$ cat config.mk
export PLATFORM = sky130hd
export DESIGN_NAME = seven_segment_scanner
export DESIGN_NICKNAME = d
export VERILOG_FILES = /design/src/rtl/seven_segment_scanner.sv
export SDC_FILE = /design/constraint.sdc
export NUM_CORES = 1
export LEC_CHECK = 0
export CORE_UTILIZATION = 49
export DETAILED_ROUTE_END_ITERATION = 8
export MAX_ROUTING_LAYER = met4
export PLACE_DENSITY = 0.78
export SYNTH_ARGS = -nofsm -noshare
export SYNTH_HDL_FRONTEND = slang
export SYNTH_SLANG_ARGS = --single-unit
$ cat constraint.sdc
create_clock -name clk_i -period 3 [get_ports clk_i]
set_clock_uncertainty 0.15 [all_clocks]
set_input_delay 0.6 -clock clk_i [delete_from_list [all_inputs] [get_ports clk_i]]
set_output_delay 0.6 -clock clk_i [all_outputs]
set_load 0.1 [all_outputs]
$ cat src/rtl/seven_segment_scanner.sv
// seven_segment_scanner: time-multiplexed N-digit common-anode seven-segment driver.
// Double-buffers the display data so new values only take effect at frame boundaries,
// blanks the first GAP cycles of every digit slot to avoid ghosting, and can suppress
// leading zeros. All outputs decode from registered state only.
module seven_segment_scanner #(
  parameter int NUM_DIGITS = 4,
  parameter int PRESCALE   = 1000,
  parameter int GAP        = 16,
  localparam int IDX_W     = (NUM_DIGITS > 1) ? $clog2(NUM_DIGITS) : 1
) (
  input  logic                    clk_i,
  input  logic                    reset_i,
  input  logic                    enable_i,
  input  logic                    load_i,
  input  logic [4*NUM_DIGITS-1:0] value_i,
  input  logic [NUM_DIGITS-1:0]   dp_i,
  input  logic                    blank_lz_i,
  output logic [6:0]              segment_o,
  output logic                    dp_o,
  output logic [NUM_DIGITS-1:0]   anode_o,
  output logic [IDX_W-1:0]        digit_idx_o,
  output logic                    frame_o
);

  localparam int CNT_W = $clog2(PRESCALE);
  localparam logic [CNT_W-1:0] LAST_CNT = CNT_W'(PRESCALE - 1);
  localparam logic [IDX_W-1:0] LAST_IDX = IDX_W'(NUM_DIGITS - 1);

  typedef enum logic {IDLE, SCAN} state_t;

  state_t                  state_q, state_d;
  logic [CNT_W-1:0]        cnt_q, cnt_d;
  logic [IDX_W-1:0]        idx_q, idx_d;
  logic                    commit;
  logic [4*NUM_DIGITS-1:0] pend_value, active_value;
  logic [NUM_DIGITS-1:0]   pend_dp, active_dp;
  logic                    pend_valid;
  logic                    blank_lz_q;

  // Active-low hex segment table, bit 6 = a ... bit 0 = g.
  function automatic logic [6:0] seg_code(input logic [3:0] nib);
    case (nib)
      4'h0: seg_code = 7'b0000001;
      4'h1: seg_code = 7'b1001111;
      4'h2: seg_code = 7'b0010010;
      4'h3: seg_code = 7'b0000110;
      4'h4: seg_code = 7'b1001100;
      4'h5: seg_code = 7'b0100100;
      4'h6: seg_code = 7'b0100000;
      4'h7: seg_code = 7'b0001111;
      4'h8: seg_code = 7'b0000000;
      4'h9: seg_code = 7'b0001100;
      4'hA: seg_code = 7'b0001000;
      4'hB: seg_code = 7'b1100000;
      4'hC: seg_code = 7'b0110001;
      4'hD: seg_code = 7'b1000010;
      4'hE: seg_code = 7'b0110000;
      default: seg_code = 7'b0111000;
    endcase
  endfunction

  // State, slot counter and digit index registers.
  always_ff @(posedge clk_i or posedge reset_i) begin
    if (reset_i) begin
      state_q <= IDLE;
      cnt_q   <= '0;
      idx_q   <= '0;
    end else begin
      state_q <= state_d;
      cnt_q   <= cnt_d;
      idx_q   <= idx_d;
    end
  end

  // Next-state logic; commit marks the IDLE->SCAN edge and the frame-boundary wrap.
  always_comb begin
    state_d = state_q;
    cnt_d   = '0;
    idx_d   = '0;
    commit  = 1'b0;
    case (state_q)
      IDLE: begin
        if (enable_i) begin
          state_d = SCAN;
          commit  = 1'b1;
        end
      end
      SCAN: begin
        if (!enable_i) begin
          state_d = IDLE;
        end else if (cnt_q == LAST_CNT) begin
          if (idx_q == LAST_IDX) begin
            commit = 1'b1;
          end else begin
            idx_d = idx_q + 1'b1;
          end
        end else begin
          cnt_d = cnt_q + 1'b1;
          idx_d = idx_q;
        end
      end
    endcase
  end

  // Pending/active double buffer; a load coinciding with a commit bypasses into active.
  always_ff @(posedge clk_i or posedge reset_i) begin
    if (reset_i) begin
      pend_value   <= '0;
      pend_dp      <= '0;
      pend_valid   <= 1'b0;
      active_value <= '0;
      active_dp    <= '0;
      blank_lz_q   <= 1'b0;
    end else begin
      blank_lz_q <= blank_lz_i;
      if (load_i) begin
        pend_value <= value_i;
        pend_dp    <= dp_i;
      end
      if (commit) begin
        pend_valid <= 1'b0;
        if (load_i) begin
          active_value <= value_i;
          active_dp    <= dp_i;
        end else if (pend_valid) begin
          active_value <= pend_value;
          active_dp    <= pend_dp;
        end
      end else if (load_i) begin
        pend_valid <= 1'b1;
      end
    end
  end

  logic [3:0]            nib;
  logic                  dp_bit;
  logic                  zero_above;
  logic                  lz_blank;
  logic                  gap_phase;
  logic [NUM_DIGITS-1:0] sel;

  // Output decode from registered state: digit select, segment code, gap and zero blanking.
  always_comb begin
    nib        = 4'h0;
    dp_bit     = 1'b0;
    zero_above = 1'b1;
    lz_blank   = 1'b0;
    sel        = '1;
    for (int i = NUM_DIGITS - 1; i >= 0; i--) begin
      zero_above = zero_above && (active_value[4*i +: 4] == 4'h0);
      if (idx_q == IDX_W'(i)) begin
        nib      = active_value[4*i +: 4];
        dp_bit   = active_dp[i];
        lz_blank = blank_lz_q && zero_above && (i != 0);
        sel[i]   = 1'b0;
      end
    end
    gap_phase   = int'(cnt_q) < GAP;
    segment_o   = 7'b1111111;
    dp_o        = 1'b1;
    anode_o     = '1;
    digit_idx_o = idx_q;
    frame_o     = 1'b0;
    if (state_q == SCAN) begin
      frame_o = (idx_q == LAST_IDX) && (cnt_q == LAST_CNT);
      if (!gap_phase) begin
        anode_o   = sel;
        segment_o = lz_blank ? 7'b1111111 : seg_code(nib);
        dp_o      = ~dp_bit;
      end
    end
  end

endmodule

==> After elaboration in Yosys (flattened, before gate mapping) <==
Memory sizes are Yosys's and may differ from the RTL's.
Cells that the tools add are included.
{ "word_totals": {"regBits": 55, "romBits": 112, "output_inout_bits": 15, "word_cells": 75, "mem_count": 1} }
{ "mem_list": {"columns": ["name", "words", "word_bits", "rd", "rd_clocked_by_memory_dff", "wr", "line_no", "text"], "rows": [
  ["(no name shown)", 16, 7, 1, 0, 0, "42", "case (nib)"]
]} }
{ "op_classes": {"addsub": 2, "order_cmp": 1, "n_eq_ne": 5, "n_mux": 42, "n_bitwise": 2, "n_reduce_logical": 13} }
{ "ops": {"columns": ["cell", "count"], "rows": [
  ["$mux 16", 2],
  ["$mux 4", 8],
  ["$mux 10", 3],
  ["$mux 1", 21],
  ["$mux 7", 3],
  ["$logic_not 4->1", 3],
  ["$add 10x1->10 const B", 1],
  ["$eq 10x10->1 const B", 1],
  ["$lt 10x5->1 const B", 1],
  ["$mux 2", 4],
  ["$logic_and 1x1->1", 6],
  ["$eq 2x2->1 const B", 2],
  ["$reduce_bool 2->1", 2],
  ["$ne 3x2->1 const B", 1],
  ["$add 2x1->2 const B", 1],
  ["$eq 2x1->1 const B", 1],
  ["$logic_not 2->1", 1],
  ["$not 1->1", 2],
  ["$pmux 1 s2", 1],
  ["$reduce_and 2->1", 1]
]} }

==> Longest topological paths before layout <==
Gate-level depths: netlist of run 1.
{ "logic_depth": {"ltp_word": 9, "mapped_depth": 11} }

==> Worst setup path before layout of run 1 <==
Ideal clock, no wire load.
{ "synth_timing": {"path_kind": "flip-flop to output port", "startpoint": "register idx_q[0], in the netlist digit_idx_o[0]", "endpoint": "output segment_o[6]", "arrival_ps": 4743, "required_ps": 2250, "path_slack_ps": -2493, "path_stages_with_launch": 10, "n_path_buf": 1, "path_cell_list": "dfrtp_1 -> inv_1 -> ha_1 -> buf_4 -> and2b_1 -> a21oi_1 -> a221oi_1 -> ha_1 -> o22ai_1 -> o21ai_0"} }
{ "synth_via": {"elab_chain_cells": 9} }
{ "synth_rtl": {"columns": ["item", "line_no", "text"], "rows": [
  ["start: declaration", "33", "logic [IDX_W-1:0] idx_q, idx_d;"],
  ["start signal: assignment", "71", "idx_q <= idx_d;"],
  ["$eq 2x2->1", "151", "if (idx_q == IDX_W'(i)) begin"],
  ["$mux 4 (4 in series)", "151", null],
  ["$mem_v2 16x7", null, null],
  ["$mux 7 *", "168", "segment_o = lz_blank ? 7'b1111111 : seg_code(nib);"],
  ["$mux 7 *", "166", "if (!gap_phase) begin"],
  ["$mux 7 *", "164", "if (state_q == SCAN) begin"],
  ["end: declaration", "18", "output logic [6:0] segment_o,"]
]} }
Every way passes the cells marked *; elsewhere a longest branch is shown, timed or not.

==> Final worst setup path of run 1 <==
{ "layout_timing": {"startpoint": "register idx_q[0], in the netlist digit_idx_o[0]", "endpoint": "output segment_o[3]"} }
The elaborated chain is that of the path after synthesis.

==> metrics, run 1 <==
final-report hold violation count=0; largest net degree at the start of global routing=32; Final Util=0.690; initial antenna violation count=0; Peak supply drop=287 uV; Startpoint Class=flop; Layout Cells excl Fill=371; Worst R2R Path Depth=7; Worst-path clk slew=0.09 ns; global-route wire length before repair=9720 um; Pleak=1.61 nW; core box area=roughly 5600 um^2; worst path cell trace=inv_2, ha_4, and2b_1, a221o_1, a22oi_2, inv_2, ha_4, nor2b_4, a211oi_2, buf_4, o21ai_4, buf_12; setup slack, reg-to-reg=around 0.8 ns; DRC=0; htree depth=2; diode count=0; detailed-placement wirelength estimate=4050 um; Die Area=approximately 6200 um^2; r2r startpoint=cnt_q[0]$_DFF_PP0_; YS warnings=0; drt total wl=approximately 5400 um; Max Slew Vio Count=0; Tcrit/Tclk final=1.14; clock buffer count from CTS=5; Final #Nets=around 330; CP Max Fanout=5; DR vias=1921; Post-synth EDFFs=0; clock latency on the worst-skew pair=approximately 0.3 ns; fillcell total=419; First-pass DRT Iterations=4; WP data required=2.25 ns; worst slew pin tran=0.528 ns; CP max stage cell=dfrtp_2; storage element area=1380 um^2; Highest Clock Rate=293 MHz; vias in the first global route=2084; violated checks=negative setup slack; Remaining Overflow, GRT=0; clock sink count=55; endpoints failing setup=7; dpl cells=around 360; outcome=finished with violations; worst hold path class=reg -> reg; ys async rst share=1.00; Max stage delay on crit path=0.44 ns; initial core utilization=0.514; min Tclk post-route=~3.4 ns; Iteration-0 DRC Markers=48; Port Buffers=39; CP Class=reg -> out; average wire per standard cell=14.5 um; RD Place Congestion=0.869; syn_nets=roughly 270; worst setup margin=-0.410 ns; area taken by multi-input logic gates=roughly 1500 um^2; # rows=27; Setup crit end=segment_o[3]; dominant synthesized flop cell=dfrtp_1; Power per Cell Area=473 nW/um^2; CTS tree=built; reg2reg end=active_value[2]$_DFFE_PP0P_; Total GRT Usage=0.209; unique cell type count in the Yosys netlist=46; #FFs+latches synth=55; Root Driver=clkbuf_8; max_cap viols=0; Chip Width=between 70 and 80 um; crit path DAT=2.66 ns; overall power=0.00182 W; Max Root-Sink Buffers=2; Seq/Total Area, Yosys=0.480; routing usage on met1=0.255; Worst Setup SP=digit_idx_o[0]$_DFFE_PP0P_; GR met3 Demand/Resource=0.0372; most used routing layer=met2; Die H=between 70 and 80 um; met2 Use GR=0.352; cell area after synthesis=roughly 2900 um^2; Area Overhead vs Synth=34.2%; RSZ-0062 raised after global routing=yes; Slew HR=0.647; crit end category=output pin; syn avg cell area=12.1 um^2; cell count after synthesis=roughly 240; # hold bufs at CTS=0; DRT antenna net count=0; vias per cell=5.18; share of cells above drive strength 1=0.438; IO Pins=40
[synth_stat cells (3+ instances only)]
| library cell | n | area [um^2] |
|---|---|---|
| a211oi_1 | 3 | 22.5 |
| a21oi_1 | 7 | 35.0 |
| buf_6 | 6 | 67.6 |
| dfrtp_1 | 55 | 1380 |
| ha_1 | 11 | 138 |
| inv_1 | 8 | 30.0 |
| mux2_2 | 31 | 349 |
| mux2_4 | 11 | 165 |
| mux2i_1 | 4 | 40.0 |
| nand2_1 | 19 | 71.3 |
| nand3_1 | 5 | 25.0 |
| nand3b_1 | 3 | 22.5 |
| nor2_1 | 19 | 71.3 |
| nor2b_1 | 4 | 25.0 |
| o211ai_1 | 3 | 22.5 |
| o21ai_0 | 4 | 20.0 |
| xnor2_1 | 4 | 35.0 |
| xor2_1 | 4 | 35.0 |
[cell usage in the layout (no fill, tap or decap), drive strengths merged, types with 2 or more instances in the layout]
master         count
o211ai             3
or2                2
inv                8
nor2              19
clkbuf             9
mux2              42
nor2b              4
or2b               2
clkdlybuf4s50     24
ha                11
nand3              6
nand3b             3
xnor2              4
buf               38
dfrtp             55
nor3b              2
mux2i              4
a22oi              2
nand2             20
xor2               4
nor3               3
o21ai              5
a211oi             5
a21oi              8
nor4               2
[metal layers]
layer	routed length [um]	share of wire
met1	2430	0.45
met2	2710	0.50
met3	160	0.030
met4	91	0.017
met5	0	0
[worst min-delay path by stage]
stage          cells after the start                from  slack (ns)                 end
6_report                           1  cnt_q[0]$_DFF_PP0_        0.32  cnt_q[0]$_DFF_PP0_
5_1_grt                            1  cnt_q[0]$_DFF_PP0_        0.33  cnt_q[0]$_DFF_PP0_
4_1_cts                            1  cnt_q[0]$_DFF_PP0_        0.32  cnt_q[0]$_DFF_PP0_
3_5_place_dp                       1  cnt_q[0]$_DFF_PP0_        0.31  cnt_q[0]$_DFF_PP0_
3_3_place_gp                       1  cnt_q[0]$_DFF_PP0_        0.30  cnt_q[0]$_DFF_PP0_
2_1_floorplan                      1  cnt_q[0]$_DFF_PP0_        0.28  cnt_q[0]$_DFF_PP0_
[worst max-delay path, delay by kind of cell, from the launching register on]
| family | cells | cell delay (ns) |
|---|---|---|
| AOI/OAI and AO/OA | 4 | 0.75 |
| adders and majority gates | 2 | 0.44 |
| buffers and inverters | 4 | 0.49 |
| DFF | 1 | 0.44 |
| and+or+nand+nor | 2 | 0.23 |
[cell families (layout without fill, tap and decap cells)]
group	Yosys count	after routing	share of synthesized area
and+or+nand+nor	68	68	0.130
DFF	55	55	0.480
muxes	46	46	0.193
AOI/OAI and AO/OA	31	31	0.0816
buffers and inverters	18	80	0.0423
adders and majority gates	11	11	0.0480
xor gates and xnor gates	8	8	0.0244
[repair_timing]
item | in CTS | in global routing
buffers inserted | 0 | 1
pin swaps | 5 | 1
endpoints found under the setup margin | 7 | 7
hold endpoints to repair | 0 | 0
gates resized for setup | 16 | 3
[state kept, by name, indices dropped and copies added, names as in the netlist]
name and flops:
active_value 16, pend_value 16, cnt_q 10, active_dp 4
pend_dp 4, digit_idx_o 2, blank_lz_q 1, pend_valid 1
state_q 1
[power breakdown]
part           switching, W  leakage, nW  total [W]  internal [W]
registers         0.0000622        0.668   0.000895      0.000833
clock network      0.000235       0.0505   0.000446      0.000210
logic              0.000209        0.895   0.000480      0.000270
total              0.000507         1.61    0.00182       0.00131
[layout make-up]
type                            count  area share
Multi-Input combinational cell    164       0.393
Sequential cell                    55       0.358
Timing Repair Buffer               64       0.191
Clock buffer                        7      0.0250
Tap cell                           72      0.0234
Inverter                            8     0.00780
Clock inverter                      1     0.00195
[per-stage QoR]
step / worst slack (ns) / hold WS, ns / setup TNS [ns] / cell area (um^2)
finish: -0.410 / 0.316 / -2.37 / 3850
detailed placement: -0.196 / 0.311 / -0.356 / 3660
CTS: -0.401 / 0.324 / -2.31 / 3820
global route: -0.559 / 0.331 / -3.42 / 3850
floorplan: -1.27 / 0.283 / -6.19 / 2960
global placement: -0.124 / 0.300 / -0.143 / 3660
Note: power is estimated with default switching activity, not from simulation.
==> run 2: changes to the inputs <==
==> constraint.sdc (replaced) <==
create_clock -name clk_i -period 3 [get_ports clk_i]
set_clock_uncertainty 0.15 [all_clocks]
set_input_delay 0.9 -clock clk_i [delete_from_list [all_inputs] [get_ports clk_i]]
set_output_delay 0.9 -clock clk_i [all_outputs]
set_load 0.1 [all_outputs]
==> metrics, run 2 (synthesis results as in run 1) <==
DR vias=2006 (+4.4%); vias in the first global route=2140 (+2.7%); # rows=27 (unchanged); Max Slew Vio Count=0 (unchanged); r2r startpoint=cnt_q[0]$_DFF_PP0_; vias per cell=5.22 (+0.89%); hold path cells=1 (unchanged); Layout Cells excl Fill=384 (+3.5%); Power per Cell Area=455 nW/um^2 (-3.9%); worst setup margin=-0.698 ns (-0.288 ns); Final Util=0.719 (+0.0283); clock sink count=55 (unchanged); largest net degree at the start of global routing=29 (-9.4%); min Tclk post-route=3.70 ns (+0.288 ns); Remaining Overflow, GRT=0 (unchanged); dpl cells=372 (+2.8%); core box area=5570 um^2 (unchanged); htree depth=2 (unchanged); violated checks=negative setup slack; initial core utilization=0.514 (unchanged); drt total wl=5820 um (+7.8%); Hold Path End=cnt_q[0]$_DFF_PP0_; CP Max Fanout=5 (unchanged); DRC=0 (unchanged); reg2reg end=active_value[4]$_DFFE_PP0P_; hold_sp=cnt_q[0]$_DFF_PP0_; Die H=78.5 um (unchanged); most common library cell in the layout ignoring fill and taps=dfrtp_1; Tcrit/Tclk final=1.23 (+0.0960); Max Root-Sink Buffers=2 (unchanged); Worst R2R Path Depth=7 (unchanged); crit end category=output pin; most frequent cells in the layout=dfrtp_1, buf_4, mux2_2; setup slack, reg-to-reg=0.81 ns (+0.03 ns); Regs by FF count=active_value (16), pend_value (16), cnt_q (10); RSZ-0062 raised after global routing=yes; Startpoint Class=flop; Area Overhead vs Synth=39.7%; initial antenna violation count=0 (unchanged); Pleak=1.75 nW (+8.7%); worst slew pin tran=0.379 ns (-0.149 ns); IO Pins=40 (unchanged); CP Class=reg -> out; final-report hold violation count=0 (unchanged); worst hold path class=reg -> reg; Iteration-0 DRC Markers=74 (+54%); Final #Nets=347 (+3.9%); Slew HR=0.745 (+0.0978); detailed-placement wirelength estimate=4210 um (+3.9%); RD Place Congestion=0.864 (-0.58%); CTS tree=built; endpoints failing setup=8 (+1); Peak supply drop=322 uV (+12%); max_cap viols=0 (unchanged); clock latency on the worst-skew pair=0.31 ns (about the same); Die Area=6160 um^2 (unchanged); DRT antenna net count=0 (unchanged); Highest Clock Rate=270 MHz (-7.8%); Worst-path clk slew=0.10 ns (about the same); share of cells above drive strength 1=0.484 (+0.0458); global-route wire length before repair=10100 um (+3.7%); clock buffer count from CTS=5 (unchanged); WP data required=1.95 ns (-0.30 ns); outcome=finished with violations; average wire per standard cell=15.1 um (+4.1%); Chip Width=78.5 um (unchanged); Total GRT Usage=0.217 (+0.00782); crit path DAT=2.65 ns (about the same); diode count=0 (unchanged); First-pass DRT Iterations=4 (unchanged); Root Driver=clkbuf_8; Port Buffers=39 (unchanged)
[run 2: cell types whose count changed in the layout (fill, tap and decap cells not counted), moves of 2 or more]
cell      change
buf_6         +3
ha_2          -3
nand2_1       -5
ha_4          +2
clkbuf_8      -2
buf_12        +2
nand2_4       +6
buf_4         +9
[run 2: worst max-delay path by stage]
stage | from | end | slack (ns) | cells after the start
after floorplan | digit_idx_o[0]$_DFFE_PP0P_ | segment_o[5] | -1.57 | 9
after global placement | digit_idx_o[0]$_DFFE_PP0P_ | segment_o[3] | -0.45 | 11
after detailed placement | digit_idx_o[0]$_DFFE_PP0P_ | segment_o[3] | -0.52 | 11
after CTS | digit_idx_o[0]$_DFFE_PP0P_ | segment_o[0] | -0.69 | 11
after global routing | digit_idx_o[0]$_DFFE_PP0P_ | segment_o[3] | -0.84 | 11
final | digit_idx_o[0]$_DFFE_PP0P_ | segment_o[3] | -0.70 | 11
[run 2: what timing repair did]
item                       4_1_cts  5_1_grt
gates cloned                     0        0
hold buffers                     0        0
setup endpoints to repair       12       12
pin swaps                       15        5
buffers inserted                 3        2
gates resized for setup         22       13
[run 2: metrics by stage]
stage / instance area [um^2] / hold slack (ns) / total power, W / worst slack, ns / TNS [ns]
5_1_grt: 4010 / 0.328 / 0.00192 / -0.841 / -5.67
3_5_place_dp: 3750 / 0.306 / 0.00136 / -0.517 / -2.39
3_3_place_gp: 3750 / 0.296 / 0.00134 / -0.446 / -2.04
6_report: 4010 / 0.316 / 0.00182 / -0.698 / -4.53
4_1_cts: 3940 / 0.320 / 0.00179 / -0.691 / -4.61
2_1_floorplan: 2960 / 0.283 / 0.00121 / -1.57 / -8.29
[run 2: layout make-up]
type | count | area [um^2]
Clock buffer | 6 | 72.6
Clock inverter | 2 | 13.8
Fill cell | 375 | 1570
Inverter | 8 | 30.0
Multi-Input combinational cell | 164 | 1570
Sequential cell | 55 | 1380
Tap cell | 72 | 90.1
Timing Repair Buffer | 77 | 850
[run 2: routing by layer]
metal  part of all wire  GRT usage
met1               0.44      0.260
met2               0.52      0.375
met3              0.023     0.0360
met4              0.015     0.0667
met5                  0          -
[run 2: power breakdown]
group | internal [W] | switching [W]
sequential | 0.000833 | 0.0000617
clock | 0.000165 | 0.000232
combinational | 0.000298 | 0.000232
total | 0.00130 | 0.000526
[run 2: critical path: stages, from the launching register on]
cell,delay (ns)
dfrtp_2,0.45
inv_2,0.09
ha_4,0.13
and2b_1,0.18
a221o_1,0.31
a22oi_2,0.16
inv_2,0.10
ha_4,0.31
nor2b_2,0.04
a32o_2,0.25
o21ai_4,0.14
buf_12,0.19
